<file path="src/rtl/mem_pkg.sv">
// Shared memory-system types and the slave address map used by the bus
// interconnect and its address decoder.
package mem_pkg;

  typedef logic [31:0] RV32I_OPERAND_t;
  typedef logic [3:0]  BUS_BE_t;

  typedef enum logic [1:0] {
    BUS_IDLE,
    BUS_ACCESS,
    BUS_RESP,
    BUS_ERR
  } BUS_STATE_t;

  localparam int N_SLV_MAX = 8;
  localparam int SEL_W     = 3;

  // GPIO aliases the top of the ROM window, so ROM shadows it there.
  // Unused entries carry a base with low bits set, which never matches.
  localparam RV32I_OPERAND_t SLV_BASE [N_SLV_MAX] = '{
    32'h0040_0000,
    32'h1001_0000,
    32'h007F_0000,
    32'hFFFF_0000,
    32'hFFFF_FFFF,
    32'hFFFF_FFFF,
    32'hFFFF_FFFF,
    32'hFFFF_FFFF
  };

  localparam RV32I_OPERAND_t SLV_MASK [N_SLV_MAX] = '{
    32'hFFC0_0000,
    32'hFFFF_0000,
    32'hFFFF_0000,
    32'hFFFF_FF00,
    32'hFFFF_FFFF,
    32'hFFFF_FFFF,
    32'hFFFF_FFFF,
    32'hFFFF_FFFF
  };

endpackage

</file>
<file path="src/rtl/bus_addr_decoder.sv">
// Combinational base/mask decoder: match flag, selected slave index and the
// word offset into that slave.
module bus_addr_decoder
  import mem_pkg::*;
#(
  parameter int N_SLV = 4
) (
  input  logic [31:0]      i_addr,
  output logic             o_match,
  output logic [SEL_W-1:0] o_sel,
  output logic [31:0]      o_offset
);

  logic [31:0] w_aligned;
  logic [31:0] w_diff;

  assign w_aligned = {i_addr[31:2], 2'b00};

  // Scan from the top so the lowest matching index is the one left standing.
  always_comb begin
    o_match = 1'b0;
    o_sel   = '0;
    for (int i = N_SLV - 1; i >= 0; i--) begin
      if ((w_aligned & SLV_MASK[i]) == SLV_BASE[i]) begin
        o_match = 1'b1;
        o_sel   = SEL_W'(i);
      end
    end
  end

  assign w_diff   = i_addr - SLV_BASE[o_sel];
  assign o_offset = {2'b00, w_diff[31:2]};

endmodule

</file>
<file path="src/rtl/bus_interconnect.sv">
// Single-master to N_SLV-slave interconnect with request/ready handshake,
// per-slave wait states, decode errors and a wait-state timeout.
module bus_interconnect
  import mem_pkg::*;
#(
  parameter int          N_SLV      = 4,
  parameter int          TIMEOUT    = 16,
  parameter logic [31:0] ERR_RDDATA = 32'h0000_0000
) (
  input  logic                 clk,
  input  logic                 rst,
  input  logic                 bus_req,
  input  logic [31:0]          bus_addr,
  input  logic [31:0]          bus_wrdata,
  input  logic                 bus_wren,
  input  logic [3:0]           bus_be,
  output logic [31:0]          bus_rddata,
  output logic                 bus_ready,
  output logic                 bus_err,
  output logic [31:0]          slv_addr,
  output logic [31:0]          slv_wrdata,
  output logic [3:0]           slv_be,
  output logic [N_SLV-1:0]     slv_req,
  output logic [N_SLV-1:0]     slv_wren,
  input  logic [N_SLV*32-1:0]  slv_rddata,
  input  logic [N_SLV-1:0]     slv_ready
);

  localparam int CNT_W = $clog2(TIMEOUT + 1);

  BUS_STATE_t       r_state;
  logic [31:0]      r_offset;
  logic [31:0]      r_wrdata;
  BUS_BE_t          r_be;
  logic             r_wren;
  logic [SEL_W-1:0] r_sel;
  logic [CNT_W-1:0] r_cnt;
  logic [31:0]      r_rddata;
  logic             r_ready;
  logic             r_err;

  logic                 w_match;
  logic [SEL_W-1:0]     w_sel;
  logic [31:0]          w_offset;
  logic [N_SLV_MAX-1:0] w_readyExt;
  logic [31:0]          w_rdArr [N_SLV_MAX];

  bus_addr_decoder #(.N_SLV(N_SLV)) u_decoder (
    .i_addr   (bus_addr),
    .o_match  (w_match),
    .o_sel    (w_sel),
    .o_offset (w_offset)
  );

  // Widen the slave-side vectors to N_SLV_MAX so r_sel can index them directly.
  assign w_readyExt = N_SLV_MAX'(slv_ready);

  always_comb begin
    for (int i = 0; i < N_SLV_MAX; i++) w_rdArr[i] = '0;
    for (int i = 0; i < N_SLV; i++) w_rdArr[i] = slv_rddata[i*32 +: 32];
  end

  // Derived from the state register so an async reset drops it immediately.
  always_comb begin
    slv_req = '0;
    for (int i = 0; i < N_SLV; i++)
      slv_req[i] = (r_state == BUS_ACCESS) && (r_sel == SEL_W'(i));
  end

  assign slv_wren   = slv_req & {N_SLV{r_wren}};
  assign slv_addr   = r_offset;
  assign slv_wrdata = r_wrdata;
  assign slv_be     = r_be;
  assign bus_rddata = r_rddata;
  assign bus_ready  = r_ready;
  assign bus_err    = r_err;

  always_ff @(posedge clk or posedge rst) begin
    if (rst) begin
      r_state  <= BUS_IDLE;
      r_offset <= '0;
      r_wrdata <= '0;
      r_be     <= '0;
      r_wren   <= 1'b0;
      r_sel    <= '0;
      r_cnt    <= '0;
      r_rddata <= ERR_RDDATA;
      r_ready  <= 1'b0;
      r_err    <= 1'b0;
    end else begin
      r_ready <= 1'b0;
      r_err   <= 1'b0;
      case (r_state)
        BUS_IDLE: begin
          if (bus_req) begin
            r_offset <= w_offset;
            r_wrdata <= bus_wrdata;
            r_be     <= bus_be;
            r_wren   <= bus_wren;
            r_sel    <= w_sel;
            r_cnt    <= '0;
            if (w_match) begin
              r_state <= BUS_ACCESS;
            end else begin
              r_state  <= BUS_ERR;
              r_ready  <= 1'b1;
              r_err    <= 1'b1;
              r_rddata <= ERR_RDDATA;
            end
          end
        end
        BUS_ACCESS: begin
          r_cnt <= r_cnt + CNT_W'(1);
          if (w_readyExt[r_sel]) begin
            if (!r_wren) r_rddata <= w_rdArr[r_sel];
            r_ready <= 1'b1;
            r_state <= BUS_RESP;
          end else if (r_cnt == CNT_W'(TIMEOUT - 1)) begin
            r_state  <= BUS_ERR;
            r_ready  <= 1'b1;
            r_err    <= 1'b1;
            r_rddata <= ERR_RDDATA;
          end
        end
        BUS_RESP: r_state <= BUS_IDLE;
        BUS_ERR:  r_state <= BUS_IDLE;
        default:  r_state <= BUS_IDLE;
      endcase
    end
  end

endmodule

</file>
<file path="config.mk">
export PLATFORM = sky130hd
export DESIGN_NAME = bus_interconnect
export DESIGN_NICKNAME = d
export VERILOG_FILES = /design/src/rtl/mem_pkg.sv /design/src/rtl/bus_addr_decoder.sv /design/src/rtl/bus_interconnect.sv
export SDC_FILE = /design/constraint.sdc
export NUM_CORES = 1
export LEC_CHECK = 0
export ABC_CLOCK_PERIOD_IN_PS = 11900
export CORE_MARGIN = 2
export CORE_UTILIZATION = 43
export CTS_BUF_LIST = sky130_fd_sc_hd__clkbuf_16
export DETAILED_ROUTE_END_ITERATION = 12
export HOLD_SLACK_MARGIN = 0.15
export PLACE_DENSITY = 0.86
export SYNTH_ARGS = -nofsm -noshare
export SYNTH_HDL_FRONTEND = slang
export SYNTH_SLANG_ARGS = --single-unit
</file>
<file path="constraint.sdc">
create_clock -name clk -period 11.9 [get_ports clk]
set_input_delay 2.975 -clock clk [delete_from_list [all_inputs] [get_ports clk]]
set_output_delay 2.975 -clock clk [all_outputs]
set_load 0.05 [all_outputs]
</file>
==> impl_metrics.json <==
{
  "status": "completed",
  "ys_ff_latch": 110,
  "syn_area_per_cell_sq_um": 9.50,
  "syn_to_final_growth_pct": 58.2,
  "finish.utilization": 0.689,
  "maxCapViolations": 0,
  "numCtsBuffers": 9,
  "drt_first_pass_iters": 4,
  "p_clk_frac": 0.151,
  "p_comb_frac": 0.566,
  "ir_worst_vdd_mv": 0.151,
  "die_w_microns": 122,
  "viasPerCell": 5.34,
  "period_share": 0.535,
  "cp_max_fo": 11,
  "cts.htree.levels": 3,
  "intPower_w": 0.00109,
  "num-fill-cells": 1063,
  "root_buffer": "clkbuf_16",
  "power_w": 0.00214,
  "ctsResizeCount": 0,
  "synth_enable_flop_cells": 0,
  "setup_slack_ps": 5540,
  "io_buffers": 309,
  "max_clock_freq_mhz": 157,
  "cts_sinks": 110,
  "hp-class": "reg2reg",
  "post_cts.repair.setup_buffers": 0,
  "synthCells": 631,
  "synth_warnings": 0,
  "path_buf_inv": 1,
  "crit_type": "in2reg",
  "required_ps": 12160,
  "drive_gt1_frac": 0.0684,
  "power_leakage_nw": 4.01,
  "cpLargestDelayFamily": "simple AND/OR/NAND/NOR gates",
  "final_common_cell": "clkdlybuf4s50_1",
  "clock_skew_ps": 12.9,
  "core_area_sq_um": 13800,
  "postRouteAntennaNets": 0,
  "antenna_found_initial": 0,
  "yosys.area.top_type": "dfrtp_1",
  "grt_max_degree": 70,
  "arrival_ps": 6620,
  "clk_latency_ps": 360,
  "wirelength_mm": 20.0,
  "period_needed_ps": 6360,
  "pre_cts_slack_ps": 5170,
  "detail_route.iter0.violations": 291,
  "cp-start-kind": "input port",
  "grtUsageTotal": 0.267,
  "vias": 5876,
  "io_pins": 314,
  "clock_path_buffers": 2,
  "slew_headroom": 0.272,
  "pwr-share-seq": 0.283,
  "syn-cell-area_sq_um": 6000,
  "drc_errors": 0,
  "nNetsFinal": 1139,
  "die_y_microns": 122,
  "finalWeightedCongestion": 0.908,
  "post-dp-hpwl_mm": 15.1,
  "grt_pass1_vias": 5798,
  "cts_tree": "yes",
  "setup_tns_ps": 0,
  "grt_overflow": 0,
  "setup_viol": 0,
  "powerDensity_nw_per_um2": 225,
  "crit_slowest_cell": "or4_1",
  "p_sw_w": 0.00104,
  "wire_per_inst_microns": 18.1,
  "postCtsHoldBufs": 0,
  "async_reset_ff_frac": 1.00,
  "synth_top_flop_cell": "dfrtp_1",
  "worst_pin_slew_ps": 1090,
  "cts.reportedPaths.clkPinSlew_ps": 70,
  "start_util": 0.435,
  "yosysUniqueCellTypes": 50,
  "critPathMostFrequentCell": "o21a_1",
  "synth_top_cell_area_share": 0.459,
  "fp-row-count": 43,
  "p_sw_frac": 0.488,
  "maxSlewViolCount": 0,
  "fp.dieArea_sq_um": 14900,
  "synth_seq_area_share": 0.459,
  "max_stage_delay_ps": 580,
  "cp_cell_sequence": "clkdlybuf4s50_1 > or4_1 > nor4_2 > nand2_1 > ha_1 > and2_1 > a221oi_1 > a21boi_0 > o21a_1 > o21a_1 > o31ai_1",
  "synthTopCellsByArea": "dfrtp_1, nand2_1, mux4_2, ha_1, o21ai_0",
  "n_antenna_cell": 0,
  "rsz0062_at_grt": "no",
  "grt_pass1_wl_mm": 30.6,
  "setup.worst_path.end_class": "flop",
  "timing.hold.ws_ps": 476,
  "final_cell_mix": "clkdlybuf4s50_1, nand2_1, dfrtp_1",
  "hold_viol": 0
}
==> final cells by class <==
type                    count  area [sq um]  area share
clock inverters             7          88.8     0.00936
clock buffers               9           225      0.0237
well taps                 180           225      0.0237
repair buffers            315          3140       0.331
flip-flops and latches    110          2750       0.290
multi-input cells         471          3020       0.318
inverters                   9          36.3     0.00382
==> cells by family after synthesis <==
family                     Yosys count  share of synthesized area
adders and majority gates           19                     0.0409
and+or+nand+nor                    311                      0.223
xor gates and xnor gates            10                     0.0146
other                                1                   0.000625
muxes                               34                      0.126
buffers and inverters               51                     0.0392
DFF                                110                      0.459
AOI/OAI and AO/OA                   95                     0.0972
==> final timing paths <==
| check | startpoint | end | slack [ps] | depth (start not counted) |
|---|---|---|---|---|
| min reg2reg | slv_addr[13] | slv_addr[13] | 480 | 2 |
| max reg2reg | r_sel[0] | bus_rddata[21] | 8380 | 7 |
| max | bus_addr[10] | slv_addr[22] | 5540 | 11 |
| max in group asynchronous | rst | r_sel[0] | 7570 | 3 |
| min | slv_addr[13] | slv_addr[13] | 480 | 2 |
| min in group asynchronous | rst | slv_be[3] | 3000 | 2 |
==> power groups by stage <==
stage          Combinational (W)  Clock [W]  Sequential (W)
6_report                 0.00121   0.000322        0.000605
5_1_grt                  0.00128   0.000340        0.000624
4_1_cts                  0.00122   0.000326        0.000606
3_5_place_dp             0.00122          0        0.000610
3_3_place_gp             0.00119          0        0.000602
2_1_floorplan           0.000301          0         0.00108
==> cell usage after synthesis, types with 4 or more instances <==
master / n
a21o_1: 5
a21oi_1: 10
buf_1: 5
buf_4: 5
clkbuf_1: 27
dfrtp_1: 110
ha_1: 18
inv_1: 9
mux4_2: 33
nand2_1: 218
nand2b_1: 6
nand3_1: 39
nand4_1: 4
nor2_1: 19
nor3_1: 4
o21ai_0: 40
o21ai_1: 11
or4_1: 5
xnor2_1: 4
xor2_1: 6
==> stage by stage <==
step / area (sq um) / cells
floorplan: 6000 / 632
global placement: 9170 / 1085
detailed placement: 9170 / 1085
CTS: 9490 / 1101
global route: 9490 / 1101
finish: 9490 / 1101
==> routing by layer <==
layer / part of all wire / up-vias / GRT usage
met5: 0 / - / 0
li1: - / 2747 / -
met3: 0.090 / 50 / 0.0787
met2: 0.50 / 256 / 0.459
met1: 0.38 / 2823 / 0.319
met4: 0.029 / 0 / 0.0948
==> state kept, by name (all words and copies together) (netlist names) <==
name and cells:
slv_addr 30, bus_err 1, bus_rddata 32, slv_wrdata 32, slv_be 4, r_sel 2, r_wren 1, bus_ready 1
r_state 2, r_cnt 5
==> worst register-to-register path, cell delays in order, from the launching register on <==
cell	delay, ps
dfrtp_2	650
buf_4	510
mux4_2	900
o21bai_1	340
a31oi_1	110
o21ai_4	100
buf_4	500
o21ai_0	250
(Power assumes the default switching activity.)
==> edit: new RTL, same flow settings <==
The 4 states of `BUS_STATE_t` get a one-hot encoding in 4 bits.
--- a/src/rtl/mem_pkg.sv
+++ b/src/rtl/mem_pkg.sv
@@ -7,7 +7,7 @@
 
-  typedef enum logic [1:0] {
-    BUS_IDLE,
-    BUS_ACCESS,
-    BUS_RESP,
-    BUS_ERR
+  typedef enum logic [3:0] {
+    BUS_IDLE   = 4'b0001,
+    BUS_ACCESS = 4'b0010,
+    BUS_RESP   = 4'b0100,
+    BUS_ERR    = 4'b1000
   } BUS_STATE_t;
Formal check against the unedited RTL: no difference found for any inputs over 4 cycles, from zero or initial values and one cycle with rst high; so few cycles prove little.
==> edit against the original RTL <==
- area after synthesis is 0.19% higher
- worst setup slack worse by 150 ps
- sequential cell count is 2 higher
- cell area is 0.34% lower
- power is 16% lower
- clock skew is 6.4 ps lower
- wire length is 0.62% higher
- critical endpoint is now slv_addr[25]$_DFFE_PP0P_
- global-route usage is 0.26 points lower
- highest routed layer unchanged
==> edit: results <==
[outcome]
status = "completed"

[route]
viasPerCell = 5.35
routedWlPerCell_microns = 19.2
drtPass1Iterations = 5

[placed_design]
dpl.cell_count = 1030
gp_congestion = 0.878
place_ws_ps = 5050
postPlaceCellArea_sq_mm = 0.00916

[critical_path]
crit_arrival_ps = 6710
critPathMaxFanout = 8
critPathMaxStageDelay_ps = 650
cp_top_family = "compound AO/OA/AOI/OAI gates"
r2r_setup_slack_ps = 9110

[power]
power.leakage_nw = 4.10
vdd_drop_max_mv = 0.192

[synth]
synth_fa_ha_area_share_pct = 4.08
ys_seq_area_share_pct = 46.7
synth_compound_area_share_pct = 12.5
syn_inst = 568
muxShareOfSynthArea_pct = 13.1
synth_cell_types = 59

[timing]
period_share_pct = 54.8
worstMarginPinSlew_ps = 1110
hold_ws_ps = 477

[final_layout]
drive_gt1_share_pct = 7.51
-- edit: path summary, 6_finish.rpt --
kind / start / endpoint / cells after the start
max: bus_addr[11] / slv_addr[25]$_DFFE_PP0P_ / 11
min: slv_wrdata[18]$_DFFE_PP0P_ / slv_wrdata[18]$_DFFE_PP0P_ / 2
max reg2reg: r_sel[0]$_DFFE_PP0P_ / bus_rddata[30]$_DFFE_PP0P_ / 6
min reg2reg: slv_wrdata[18]$_DFFE_PP0P_ / slv_wrdata[18]$_DFFE_PP0P_ / 2
max in group asynchronous: rst / r_sel[1]$_DFFE_PP0P_ / 3
min in group asynchronous: rst / bus_rddata[5]$_DFFE_PP0P_ / 2
-- edit: area by class of cell --
cell class	count	area [sq um]
antenna	2	5.00
clock buffer	9	225
clock inverter	7	61.3
fill	1078	4320
inverter	8	32.5
multi-input combinational	416	2970
sequential	112	2810
tap	180	225
timing repair buffer	314	3130
-- edit: worst min-delay path, delay by kind of cell, from the launching register on --
family | cells | cell delay (ps)
DFF | 1 | 340
and+or+nand+nor | 2 | 110
-- edit: layer usage --
metal	global-route usage, %	vias up	wire length (microns)
li1	-	2608	-
met1	31.4	2697	7680
met2	44.7	252	10000
met3	8.10	50	1600
met4	10.8	0	783
met5	0	-	0
-- edit: cell families (layout without fill, tap and decap cells) --
| family | after synthesis | count (layout) |
|---|---|---|
| AOI/OAI and AO/OA | 103 | 103 |
| and+or+nand+nor | 248 | 248 |
| muxes | 34 | 34 |
| DFF | 112 | 112 |
| buffers and inverters | 41 | 338 |
| other | 1 | 4 |
| xor gates and xnor gates | 10 | 10 |
| adders and majority gates | 19 | 19 |
-- edit: where the power goes --
part	internal, mW	total [mW]	leakage, nW	switching, mW
Combinational	0.316	0.943	2.52	0.626
Sequential	0.495	0.557	1.44	0.0615
Clock	0.146	0.296	0.135	0.150
